==> config.mk <==
export PLATFORM = sky130hd
export DESIGN_NAME = uc_disk_sequencer
export DESIGN_NICKNAME = d
export VERILOG_FILES = /design/src/rtl/uc_disk_sequencer_pkg.sv /design/src/rtl/uc_disk_sequencer_rr_pick8.sv /design/src/rtl/uc_disk_sequencer.sv
export SDC_FILE = /design/constraint.sdc
export NUM_CORES = 1
export LEC_CHECK = 0
export ABC_AREA = 1
export CAP_MARGIN = 10
export CORE_MARGIN = 1
export CORE_UTILIZATION = 30
export CTS_CLUSTER_SIZE = 30
export DETAILED_ROUTE_END_ITERATION = 8
export REMOVE_ABC_BUFFERS = 1
export SYNTH_ARGS = -nofsm -noshare
export SYNTH_HDL_FRONTEND = slang
export SYNTH_SLANG_ARGS = --single-unit
==> constraint.sdc <==
create_clock -name uCLK -period 3.89 [get_ports uCLK]
set_input_delay 0.5835 -clock uCLK [delete_from_list [all_inputs] [get_ports uCLK]]
set_output_delay 0.5835 -clock uCLK [all_outputs]
set_load 0.01 [all_outputs]
==> src/rtl/uc_disk_sequencer_pkg.sv <==
// Shared definitions for the disk-command sequencer: register offsets, descriptor
// field widths, one-hot sequencer states and the device register address helper.
package uc_disk_sequencer_pkg;

    localparam logic [15:0] IDLE_ADDR   = 16'hFFFF;
    localparam logic [1:0]  DEV_DA_LOW  = 2'd0;
    localparam logic [1:0]  DEV_DA_HI   = 2'd1;
    localparam logic [1:0]  DEV_CMD     = 2'd2;
    localparam logic [1:0]  SEQ_HOLDOFF = 2'd3;

    localparam int DESC_DEV_W   = 3;
    localparam int DESC_DRIVE_W = 3;
    localparam int DESC_CMD_W   = 3;
    localparam int DESC_LBA_W   = 32;

    typedef enum logic [5:0] {
        SEQ_IDLE    = 6'b000001,
        SEQ_REQ     = 6'b000010,
        SEQ_RD_LO   = 6'b000100,
        SEQ_RD_HI   = 6'b001000,
        SEQ_RD_CMD  = 6'b010000,
        SEQ_PRESENT = 6'b100000
    } seq_state_e;

    function automatic logic [15:0] reg_addr(input logic [2:0] dev, input logic [1:0] off);
        return {11'd0, dev, off};
    endfunction

endpackage

==> src/rtl/uc_disk_sequencer_rr_pick8.sv <==
// Combinational round-robin search: first asserted request at or after ptr, modulo 8.
module rr_pick8 (
    input  logic [7:0] req,
    input  logic [2:0] ptr,
    output logic       valid,
    output logic [2:0] idx
);

    logic [15:0] dbl_s;
    logic [7:0]  rot_s;
    logic [2:0]  off_s;

    // Rotate so that bit 0 is the device at ptr, then priority-encode from there.
    always_comb begin
        dbl_s = {req, req} >> ptr;
        rot_s = dbl_s[7:0];
        off_s = 3'd0;
        casez (rot_s)
            8'b???????1: off_s = 3'd0;
            8'b??????10: off_s = 3'd1;
            8'b?????100: off_s = 3'd2;
            8'b????1000: off_s = 3'd3;
            8'b???10000: off_s = 3'd4;
            8'b??100000: off_s = 3'd5;
            8'b?1000000: off_s = 3'd6;
            8'b10000000: off_s = 3'd7;
            default:     off_s = 3'd0;
        endcase
        valid = |req;
        idx   = ptr + off_s;
    end

endmodule

==> src/rtl/uc_disk_sequencer.sv <==
// Services disk-command interrupts: picks a device round-robin, wins the bus, reads
// DA_LOW, DA_HI and CMD, and presents the result as one valid/ready descriptor.
module uc_disk_sequencer
    import uc_disk_sequencer_pkg::*;
#(
    parameter int WAIT_LIMIT = 255
) (
    input  logic                    uCLK,
    input  logic                    init_n,
    input  logic [7:0]              uINTERRUPT,
    input  logic [7:0]              dev_enable,
    output logic                    bus_req,
    input  logic                    bus_gnt,
    output logic [15:0]             uADDR,
    output logic                    uWRITE,
    input  logic [15:0]             uDATA,
    input  logic                    uWAIT,
    output logic                    desc_valid,
    input  logic                    desc_ready,
    output logic [DESC_DEV_W-1:0]   desc_dev,
    output logic [DESC_DRIVE_W-1:0] desc_drive,
    output logic [DESC_CMD_W-1:0]   desc_cmd,
    output logic [DESC_LBA_W-1:0]   desc_lba,
    output logic                    timeout_err,
    output logic [2:0]              timeout_dev
);

    localparam int WCW = $clog2(WAIT_LIMIT + 1);

    seq_state_e     state_r, state_nx_s;
    logic [2:0]     cur_r, cur_nx_s;
    logic [2:0]     rr_ptr_r, rr_ptr_nx_s;
    logic [WCW-1:0] wait_cnt_r, wait_cnt_nx_s;
    logic [7:0]     sync1_r, pend_r;
    logic [1:0]     holdoff_cnt_r;
    logic [2:0]     holdoff_dev_r;
    logic [7:0]     holdoff_mask_s, eligible_s;
    logic           pick_valid_s;
    logic [2:0]     pick_idx_s;
    logic           rd_done_s, timeout_s;
    logic [15:0]    uaddr_s;

    logic                    desc_valid_r;
    logic [DESC_DEV_W-1:0]   desc_dev_r;
    logic [DESC_DRIVE_W-1:0] desc_drive_r;
    logic [DESC_CMD_W-1:0]   desc_cmd_r;
    logic [DESC_LBA_W-1:0]   desc_lba_r;
    logic                    timeout_err_r;
    logic [2:0]              timeout_dev_r;

    // Eligibility: pending, enabled, and not the device just serviced.
    always_comb begin
        holdoff_mask_s = 8'd0;
        if (holdoff_cnt_r != 2'd0) begin
            holdoff_mask_s = 8'd1 << holdoff_dev_r;
        end else begin
            holdoff_mask_s = 8'd0;
        end
        eligible_s = pend_r & dev_enable & ~holdoff_mask_s;
    end

    rr_pick8 u_pick (
        .req   (eligible_s),
        .ptr   (rr_ptr_r),
        .valid (pick_valid_s),
        .idx   (pick_idx_s)
    );

    // Sequencer next-state logic.
    always_comb begin
        state_nx_s    = state_r;
        cur_nx_s      = cur_r;
        rr_ptr_nx_s   = rr_ptr_r;
        wait_cnt_nx_s = wait_cnt_r;
        rd_done_s     = 1'b0;
        timeout_s     = 1'b0;
        case (state_r)
            SEQ_IDLE: begin
                if (pick_valid_s) begin
                    cur_nx_s   = pick_idx_s;
                    state_nx_s = SEQ_REQ;
                end else begin
                    state_nx_s = SEQ_IDLE;
                end
            end
            SEQ_REQ: begin
                if (bus_gnt) begin
                    state_nx_s    = SEQ_RD_LO;
                    wait_cnt_nx_s = '0;
                end else begin
                    state_nx_s = SEQ_REQ;
                end
            end
            SEQ_RD_LO, SEQ_RD_HI, SEQ_RD_CMD: begin
                // Without the grant the bus is not ours: hold, and do not age the read.
                if (!bus_gnt) begin
                    state_nx_s = state_r;
                end else if (!uWAIT) begin
                    rd_done_s     = 1'b1;
                    wait_cnt_nx_s = '0;
                    case (state_r)
                        SEQ_RD_LO: state_nx_s = SEQ_RD_HI;
                        SEQ_RD_HI: state_nx_s = SEQ_RD_CMD;
                        default:   state_nx_s = SEQ_PRESENT;
                    endcase
                end else if (wait_cnt_r == WCW'(WAIT_LIMIT)) begin
                    timeout_s     = 1'b1;
                    wait_cnt_nx_s = '0;
                    rr_ptr_nx_s   = cur_r + 3'd1;
                    state_nx_s    = SEQ_IDLE;
                end else begin
                    wait_cnt_nx_s = wait_cnt_r + WCW'(1);
                end
            end
            SEQ_PRESENT: begin
                if (desc_ready) begin
                    rr_ptr_nx_s = cur_r + 3'd1;
                    state_nx_s  = SEQ_IDLE;
                end else begin
                    state_nx_s = SEQ_PRESENT;
                end
            end
            default: begin
                state_nx_s = SEQ_IDLE;
            end
        endcase
    end

    // Sequencer state registers.
    always_ff @(posedge uCLK or negedge init_n) begin
        if (!init_n) begin
            state_r    <= SEQ_IDLE;
            cur_r      <= 3'd0;
            rr_ptr_r   <= 3'd0;
            wait_cnt_r <= '0;
        end else begin
            state_r    <= state_nx_s;
            cur_r      <= cur_nx_s;
            rr_ptr_r   <= rr_ptr_nx_s;
            wait_cnt_r <= wait_cnt_nx_s;
        end
    end

    // Interrupt synchronizer and post-CMD hold-off timer.
    always_ff @(posedge uCLK or negedge init_n) begin
        if (!init_n) begin
            sync1_r       <= 8'd0;
            pend_r        <= 8'd0;
            holdoff_cnt_r <= 2'd0;
            holdoff_dev_r <= 3'd0;
        end else begin
            sync1_r <= uINTERRUPT;
            pend_r  <= sync1_r;
            if (rd_done_s && (state_r == SEQ_RD_CMD)) begin
                holdoff_cnt_r <= SEQ_HOLDOFF;
                holdoff_dev_r <= cur_r;
            end else if (holdoff_cnt_r != 2'd0) begin
                holdoff_cnt_r <= holdoff_cnt_r - 2'd1;
            end else begin
                holdoff_cnt_r <= 2'd0;
            end
        end
    end

    // Descriptor capture and timeout reporting.
    always_ff @(posedge uCLK or negedge init_n) begin
        if (!init_n) begin
            desc_valid_r  <= 1'b0;
            desc_dev_r    <= '0;
            desc_drive_r  <= '0;
            desc_cmd_r    <= '0;
            desc_lba_r    <= '0;
            timeout_err_r <= 1'b0;
            timeout_dev_r <= 3'd0;
        end else begin
            desc_valid_r  <= (state_nx_s == SEQ_PRESENT);
            timeout_err_r <= timeout_s;
            if (timeout_s) begin
                timeout_dev_r <= cur_r;
            end else begin
                timeout_dev_r <= timeout_dev_r;
            end
            if (rd_done_s) begin
                case (state_r)
                    SEQ_RD_LO: desc_lba_r[15:0]  <= uDATA;
                    SEQ_RD_HI: desc_lba_r[31:16] <= uDATA;
                    SEQ_RD_CMD: begin
                        desc_dev_r   <= cur_r;
                        desc_drive_r <= uDATA[6:4];
                        desc_cmd_r   <= uDATA[2:0];
                    end
                    default: desc_lba_r <= desc_lba_r;
                endcase
            end else begin
                desc_lba_r <= desc_lba_r;
            end
        end
    end

    // Bus address decoded straight from the one-hot state register.
    always_comb begin
        uaddr_s = IDLE_ADDR;
        case (state_r)
            SEQ_RD_LO:  uaddr_s = reg_addr(cur_r, DEV_DA_LOW);
            SEQ_RD_HI:  uaddr_s = reg_addr(cur_r, DEV_DA_HI);
            SEQ_RD_CMD: uaddr_s = reg_addr(cur_r, DEV_CMD);
            default:    uaddr_s = IDLE_ADDR;
        endcase
    end

    assign uADDR       = uaddr_s;
    assign bus_req     = (state_r == SEQ_REQ) || (state_r == SEQ_RD_LO) ||
                         (state_r == SEQ_RD_HI) || (state_r == SEQ_RD_CMD);
    assign uWRITE      = 1'b0;
    assign desc_valid  = desc_valid_r;
    assign desc_dev    = desc_dev_r;
    assign desc_drive  = desc_drive_r;
    assign desc_cmd    = desc_cmd_r;
    assign desc_lba    = desc_lba_r;
    assign timeout_err = timeout_err_r;
    assign timeout_dev = timeout_dev_r;

endmodule
==> impl_metrics.yaml <==
status:
  status: "complete, no violations"
power_and_ir_drop:
  ir_worst_vdd_mv: 0.240
  leakagePower_nw: 2.56
  power.density_nw_per_um2: 431
  total_power_w: 0.00237
placement:
  gp_congestion: 0.820
  hpwlAfterDp_um: 6930
  place_inst: 732
  port_buffers: 99
cells_and_area:
  layout_common_cells: "118 x nand2_1, 98 x clkdlybuf4s50_1, 83 x dfrtp_1, 55 x inv_1, 53 x o21ai_0"
  fin_cells: 748
  layout_commonest_cell: "nand2_1"
  diodes: 0
  area_growth_pct: 33.3
  final_nets: 608
  num-fill-cells: 1360
  drive_gt1_frac: 0.107
  post-route-util: 0.412
detailed_routing:
  drt_wl_total_um: 9390
  drt_iter0_markers: 234
  final_antenna_net_count: 0
  viasPerCell: 4.56
  drc_errors: 0
  first_pass_iters: 4
  wl_per_cell_um: 12.6
  vias: 3411
min_path:
  hp-class: "register to register"
  min_from: "sync1_r[5]"
run:
  cap_violations: 0
clocking:
  cts.sinks: 84
  cts_hold_buf: 0
  clockBufferDepth: 2
  path_clk_slew_ns: 0.06
  cts.repair.resized: 0
  clock_latency_ns: 0.34
  post_cts_buffers: 0
  cts_root_buf: "clkbuf_16"
  cts_tree: "done"
  cts_buffers: 9
  htree_levels: 3
setup_path:
  critPathBufInv: 3
  crit_start: "rr_ptr_r[1]"
  slowest_delay_ns: 0.51
  cp.required_ns: 4.12
  start_kind: "register"
  critPathTopFamily: "simple AND/OR/NAND/NOR gates"
  worstPathCellList: "inv_1 -> nand3_1 -> nand2_1 -> nand2_1 -> nand2_2 -> nand2_2 -> nor2_4 -> nand3_1 -> o21ai_1 -> ha_1 -> inv_1 -> fa_1 -> xor2_1 -> inv_1 -> nand3_1 -> nand3_1 -> nand2_1"
  path_max_fanout: 12
  path_common_cell: "nand3_1"
  critical_path_arrival_ns: 3.11
  critPathSlowestCell: "dfrtp_1"
  r2r-start: "rr_ptr_r[1]"
  crit_path_end_kind: "register"
  crit_type: "register to register"
grt:
  grtUsageMet1: 0.178
  grt_overflow_total: 0
  antenna_found_initial: 0
  grt_pass1_wl_um: 16100
  met2_usage: 0.226
  grt_max_degree: 85
  grt_pass1_vias: 3397
  grt-busiest-layer: "met2"
  gr-usage-met3: 0.0493
  grtUsageTotal: 0.142
floorplan:
  io_pins: 101
  dieArea_um2: 14200
  coreArea_um2: 13300
  start_util: 0.309
  die_width_um: 119
  rows: 42
  die_height_um: 119
logic_synthesis:
  yosys-top-cells-area: "dfrtp_1 50%, nand2_1 11%, o21ai_0 6.4%, nand3_1 5.7%, inv_1 5.0%"
  syn_area_per_cell_um2: 8.62
  seq_area_frac_synth: 0.510
  syn_area_um2: 4130
  synth_top_area_cell: "dfrtp_1"
  ys_ff_latch: 84
  synth_top_area_frac: 0.503
  synthDistinctLibCells: 39
  yosysWarnings: 0
  synth_cells: 479
sta:
  fmaxAchievable_ghz: 0.347
  rsz0062_at_grt: "no"
  fin_tns_setup_ns: 0
  tightestPinTransition_ns: 1.05
  whs_ns: 0.348
  hold_violations: 0
  fin_worst_skew_ns: 0.00346
  slew_headroom: 0.302
  period_needed_ns: 2.88
  final_max_slew_viol_count: 0
  setup_violations: 0
  period_share: 0.741
-- cell usage after synthesis --
cell,count
inv_2,7
nor3_1,3
o22ai_1,2
inv_6,2
nor2_2,3
nand2_2,8
nor3_4,3
o21a_1,2
o21ai_0,53
nor4_1,1
a21oi_1,2
o21ai_1,8
a31oi_1,1
dfrtp_1,83
clkinv_1,1
o2111ai_1,1
xor2_1,3
and3_1,1
o21ai_2,3
inv_1,55
inv_4,1
clkbuf_1,8
dfstp_2,1
nor2_4,5
nor2_8,1
nand2_1,118
nand4_1,6
nand3_1,47
nand3_2,6
buf_4,12
nand2_8,2
fa_1,1
conb_1,1
nand2_4,2
nor2_1,15
a22oi_1,4
o2111a_1,1
buf_2,3
ha_1,3
-- metal layers --
metal,wire (µm),vias up
met5,0,-
met4,170,0
met3,651,17
met2,4440,94
met1,4130,1596
li1,-,1704
-- where the power goes --
group / total, W / internal, W / leakage [nW] / switching, W
sequential: 0.00102 / 0.000963 / 1.10 / 0.0000576
clock: 0.000846 / 0.000497 / 0.139 / 0.000349
combinational: 0.000504 / 0.000227 / 1.32 / 0.000277
total: 0.00237 / 0.00169 / 2.56 / 0.000684
-- sequential cells by signal (all words and copies together), names as in the netlist --
signal / cells
cur_r: 3
holdoff_cnt_r: 2
desc_lba: 32
holdoff_dev_r: 3
wait_cnt_r: 8
sync1_r: 8
pend_r: 8
state_r: 6
rr_ptr_r: 3
desc_cmd: 3
timeout_dev: 3
timeout_err: 1
desc_valid: 1
desc_drive: 3
-- cell type report --
cell class | instances | area, µm² | area share
Clock buffer | 10 | 229 | 0.0416
Clock inverter | 6 | 63.8 | 0.0116
Inverter | 66 | 260 | 0.0473
Multi-Input combinational cell | 306 | 1630 | 0.296
Sequential cell | 84 | 2100 | 0.382
Tap cell | 176 | 220 | 0.0400
Timing Repair Buffer | 100 | 996 | 0.181
-- worst paths after layout --
check	to	slack [ns]	cells past startpoint
worst max-delay path	cur_r[2]	1.01	17
worst min-delay path	pend_r[5]	0.35	0
worst max register to register	cur_r[2]	1.01	17
worst min register to register	pend_r[5]	0.35	0
max in group asynchronous	pend_r[7]	2.78	1
min in group asynchronous	wait_cnt_r[3]	0.40	1
-- stage by stage --
| stage | worst slack [ns] | area [µm²] |
|---|---|---|
| after floorplan | 1.38 | 3990 |
| after global placement | 0.823 | 5210 |
| after detailed placement | 0.745 | 5210 |
| after CTS | 0.987 | 5500 |
| after global routing | 0.751 | 5500 |
| final | 1.01 | 5500 |
-- kinds of logic (layout without fill, tap and decap cells) --
group,Yosys count,after routing,share of synthesized area
and+or+nand+nor,221,221,0.270
AOI/OAI and AO/OA,77,77,0.103
adders and majority gates,4,4,0.0139
buffers and inverters,89,182,0.0958
other,1,1,0.000908
DFF,84,84,0.510
xor gates and xnor gates,3,3,0.00637
Note: power is estimated with default switching activity, not from simulation.
